`config.mk`:
```
export PLATFORM = sky130hd
export DESIGN_NAME = regfile_wb_arbiter
export DESIGN_NICKNAME = d
export VERILOG_FILES = /design/src/rtl/regfile_wb_arbiter.sv
export SDC_FILE = /design/constraint.sdc
export NUM_CORES = 1
export LEC_CHECK = 0
export BUFFER_PORTS_ARGS = -buffer_cell sky130_fd_sc_hd__buf_2
export CAP_MARGIN = 5
export CORE_ASPECT_RATIO = 0.6
export CORE_MARGIN = 2
export CORE_UTILIZATION = 35
export DETAILED_ROUTE_END_ITERATION = 7
export GPL_TIMING_DRIVEN = 0
export PLACE_DENSITY_LB_ADDON = 0.08
export SLEW_MARGIN = 10
export SYNTH_ARGS = -nofsm -noshare
export SYNTH_HDL_FRONTEND = slang
export SYNTH_SLANG_ARGS = --single-unit
```
`constraint.sdc`:
```
create_clock -name Clk -period 2.6 [get_ports Clk]
set_clock_uncertainty 0.2 [all_clocks]
set_input_delay 0.13 -clock Clk [delete_from_list [all_inputs] [get_ports Clk]]
set_output_delay 0.13 -clock Clk [all_outputs]
set_load 0.05 [all_outputs]
```
`src/rtl/regfile_wb_arbiter.sv`:
```
// Register-file write-back arbiter: three requesters share one write port; clears the bank after reset.
// Define RR_ARB_EN for round-robin arbitration; otherwise fixed priority 0 > 1 > 2.
module regfile_wb_arbiter #(
  parameter int DW = 32,
  parameter int AW = 5
) (
  input  logic            Clk,
  input  logic            Rst,
  input  logic [2:0]      req_valid,
  output logic [2:0]      req_ready,
  input  logic [3*AW-1:0] req_reg,
  input  logic [3*DW-1:0] req_data,
  output logic            regWen,
  output logic [AW-1:0]   writeReg,
  output logic [DW-1:0]   writeData,
  output logic            init_done,
  output logic [15:0]     stall_cnt
);

  typedef enum logic {INIT, RUN} state_t;

  state_t        state, state_nxt;
  logic [AW-1:0] sweep_idx;
  logic [2:0]    grant;
  logic          accept;
  logic          stall;
  logic [AW-1:0] sel_reg;
  logic [DW-1:0] sel_data;

  function automatic logic [2:0] first_set(input logic [2:0] v);
    if (v[0]) return 3'b001;
    else if (v[1]) return 3'b010;
    else if (v[2]) return 3'b100;
    return 3'b000;
  endfunction

`ifdef RR_ARB_EN
  logic [1:0] rr_ptr;
  logic [2:0] rot_valid, rot_grant;

  // Rotate so the pointed-to requester sits at bit 0, pick, then rotate back.
  always_comb begin
    case (rr_ptr)
      2'd1:    rot_valid = {req_valid[0], req_valid[2], req_valid[1]};
      2'd2:    rot_valid = {req_valid[1], req_valid[0], req_valid[2]};
      default: rot_valid = req_valid;
    endcase
    rot_grant = first_set(rot_valid);
    case (rr_ptr)
      2'd1:    grant = {rot_grant[1], rot_grant[0], rot_grant[2]};
      2'd2:    grant = {rot_grant[0], rot_grant[2], rot_grant[1]};
      default: grant = rot_grant;
    endcase
  end

  always_ff @(posedge Clk) begin
    if (!Rst) rr_ptr <= 2'd0;
    else if (accept) rr_ptr <= grant[0] ? 2'd1 : (grant[1] ? 2'd2 : 2'd0);
  end
`else
  assign grant = first_set(req_valid);
`endif

  always_ff @(posedge Clk) begin
    if (!Rst) state <= INIT;
    else      state <= state_nxt;
  end

  always_comb begin
    state_nxt = state;
    req_ready = 3'b000;
    case (state)
      INIT:    if (sweep_idx == {AW{1'b1}}) state_nxt = RUN;
      RUN:     req_ready = Rst ? grant : 3'b000;
      default: state_nxt = INIT;
    endcase
  end

  assign accept = |(req_valid & req_ready);
  assign stall  = (state == RUN) && Rst && (|(req_valid & ~req_ready));

  always_comb begin
    sel_reg  = req_reg[0 +: AW];
    sel_data = req_data[0 +: DW];
    if (grant[1]) begin
      sel_reg  = req_reg[AW +: AW];
      sel_data = req_data[DW +: DW];
    end
    if (grant[2]) begin
      sel_reg  = req_reg[2*AW +: AW];
      sel_data = req_data[2*DW +: DW];
    end
  end

  always_ff @(posedge Clk) begin
    if (!Rst) begin
      sweep_idx <= '0;
      regWen    <= 1'b0;
      writeReg  <= '0;
      writeData <= '0;
      init_done <= 1'b0;
      stall_cnt <= '0;
    end else begin
      // init_done trails the state change so it rises after the last sweep write is visible
      init_done <= init_done | (state == RUN);
      if (state == INIT) begin
        regWen    <= 1'b1;
        writeReg  <= sweep_idx;
        writeData <= '0;
        sweep_idx <= sweep_idx + 1'b1;
      end else begin
        regWen <= accept && (sel_reg != '0);
        if (accept) begin
          writeReg  <= sel_reg;
          writeData <= sel_data;
        end
      end
      if (stall && stall_cnt != 16'hFFFF) stall_cnt <= stall_cnt + 16'd1;
    end
  end

endmodule

```
==> run summary <==
final hold vios: 0
CP arrival: 2.39 ns
Slew headroom: 0.505
critical path startpoint: stall_cnt[0]
Worst R2R Path Depth: 5
CTS Buffer Depth: 2
placement row count: 27
Reg clk slew, reported paths: 0.05 ns
Layout Nets: 725
post-route ant nets: 0
Die Ht: 79.4 µm
syn_nets: 519
fillers: 886
CP Class: flip-flop to flip-flop
period utilization: 0.898
outcome: finished, final reports clean
Die ar.: 10,300 µm²
Pleak: 2.23 nW
total grt overflow: 0
worst r2r src: stall_cnt[0]
Psw: 0.552 mW
Post-synth EDFFs: 0
Pwr Total: 2.45 mW
Seq pwr share: 0.387
Ys Warns: 0
most common cell after layout, fill and taps aside: buf_2
RD Place Congestion: 0.880
root buf cell: clkbuf_16
CP max FO: 7
CP Capture Type: flip-flop
top post-synthesis cells by area: dfxtp_1 37%, mux2i_1 14%, a211o_1 8.7%
max cap viols: 0
hpwl dp: 8710 µm
top cell type by total area after synthesis: dfxtp_1
area of the mapped netlist: 3310 µm²
PortBufs: 171
worst hold path class: input port to flip-flop
CTS tree: yes
Initial DRC Count: 211
total wire length: 11,700 µm
Setup-failing EPs final: 0
Worst Tran Pin Value: 0.737 ns
TritonCTS Buffers: 9
largest net degree at the start of global routing: 11
Hold Path Stages: 4
Wirelength per Cell: 15.8 µm
Seq/Total Area, Yosys: 0.368
share of cells above drive strength 1: 0.342
Setup TNS Final: 0 ns
flop-to-flop setup slack: 0.27 ns
Initial Util: 0.361
ys async rst share: 0
critical path startpoint category: flip-flop
Boundary Pins: 174
flops & latches, synth: 61
RSZ-0062 raised after global routing: no
first-pass GRT wire length: 17,400 µm
clk sinks: 61
hold_sp: req_data[71]
switch share: 0.225
Logic pwr share: 0.108
Slew Viols, Final: 0
Internal: 1.90 mW
Clk Latency, worst-skew pair: 0.33 ns
# diodes: 0
Syn Inst Count: 400
Synth Flop Type: dfxtp_1
Pwr per Cell Area: 500 nW/µm²
gr usage total: 0.220
routed vias/inst: 5.15
Area Growth Syn to Fin: 47.8%
Yosys cell types: 47
vias: 3,814
WP data required: 2.66 ns
fmax: 428 MHz
share of the synthesized area in the top cell type: 0.368
1st-pass router iterations: 5
Mean Syn Cell Area: 8.29 µm²
Post-route DRC: 0
Final Critical Period: 2.33 ns
commonest cells after routing, fill and taps aside: 178 x buf_2, 61 x dfxtp_1, 56 x nand2_1, 47 x mux2i_1, 46 x nor2_1
final core occ: 0.533
clock network power share: 0.505
H-Tree Depth: 3
initial antenna violation count: 0
Die X: 130 µm
Peak VDD IR: 303 µV
postcts setup bufs: 0
core area: 9190 µm²
number of global-route vias before repair: 3,458
## layout make-up
cell class                 count  area [µm²]  share of cell area
multi-input combinational    302        1950               0.397
sequential                    61        1220               0.249
timing repair buffer         195        1100               0.224
clock buffer                  13         270              0.0552
tap                          130         163              0.0332
buffer                        31         138              0.0281
clock inverter                 3        42.5             0.00868
inverter                       6        22.5             0.00460
## stage by stage
step                      std cells  cell area [µm²]  worst slack [ns]  hold slack [ns]
final                           741             4900             0.265          0.00633
after floorplan                 400             3310            0.0729            0.191
after CTS                       741             4890            0.0538         0.000198
after detailed placement        701             4330            0.0765            0.246
after global routing            741             4900             0.144          0.00848
after global placement          701             4330            0.0206            0.240
## metal layers
metal / wire length [µm] / part of all wire / GRT usage / vias to the layer above
met2: 5050 / 0.43 / 0.328 / 155
met3: 993 / 0.085 / 0.0731 / 15
li1: - / - / - / 1865
met4: 148 / 0.013 / 0.0699 / 0
met1: 5510 / 0.47 / 0.298 / 1779
met5: 0 / 0 / 0 / -
## power groups by stage
| stage | logic [mW] | clock network (mW) | registers, mW |
|---|---|---|---|
| after CTS | 0.264 | 1.26 | 0.949 |
| final | 0.264 | 1.24 | 0.950 |
| after global routing | 0.286 | 1.31 | 0.949 |
| after floorplan | 0.102 | 0 | 0.979 |
| after global placement | 0.230 | 0 | 0.968 |
| after detailed placement | 0.233 | 0 | 0.969 |
## what timing repair did
| item | CTS | global route |
|---|---|---|
| resized for setup | 0 | 4 |
| hold buffers | 24 | 0 |
| endpoints found under the setup margin | 0 | 11 |
| endpoints found under the hold margin | 24 | 0 |
## path summary, 6_finish.rpt
kind                   endpoint
setup / recovery  stall_cnt[12]
hold / removal     writeData[7]
setup reg to reg  stall_cnt[12]
hold reg to reg    writeData[3]
## logic make-up after synthesis
group | after synthesis | synth area share
compound gates | 104 | 0.217
simple gates | 145 | 0.205
mux | 47 | 0.142
flops | 61 | 0.368
fa+ha+maj | 4 | 0.0143
buf+inv | 37 | 0.0479
xor+xnor | 2 | 0.00529
## state kept, by name, summed over array words and instances, names as in the netlist
signal and count:
writeReg 5, init_done 1, sweep_idx 5, stall_cnt 16, state 1, regWen 1, writeData 32
## worst max-delay path, cell delays in order (launching register included)
cell     delay (ns)
dfxtp_1        0.42
ha_1           0.24
nand3_2        0.18
or4_4          0.61
or4_1          0.48
a21oi_1        0.14
## synthesized netlist by cell type, types with 2 or more instances
library cell and instances:
a211oi_1 7, a21oi_1 40, and3_1 3, clkbuf_1 19
nor2b_1 4, nand3_1 7, mux2i_1 47, or3_1 2
a211o_1 33, nor4_1 4, o22ai_1 2, nand2_1 56
o221ai_1 3, buf_4 3, buf_2 7, inv_1 6
or4b_2 3, a31oi_1 4, or4_1 5, o21ai_0 3
dfxtp_1 61, ha_1 3, o31ai_1 3, nand4_1 2
nand2b_1 5, nor2_1 46, buf_1 2
(Power assumes the default switching activity.)
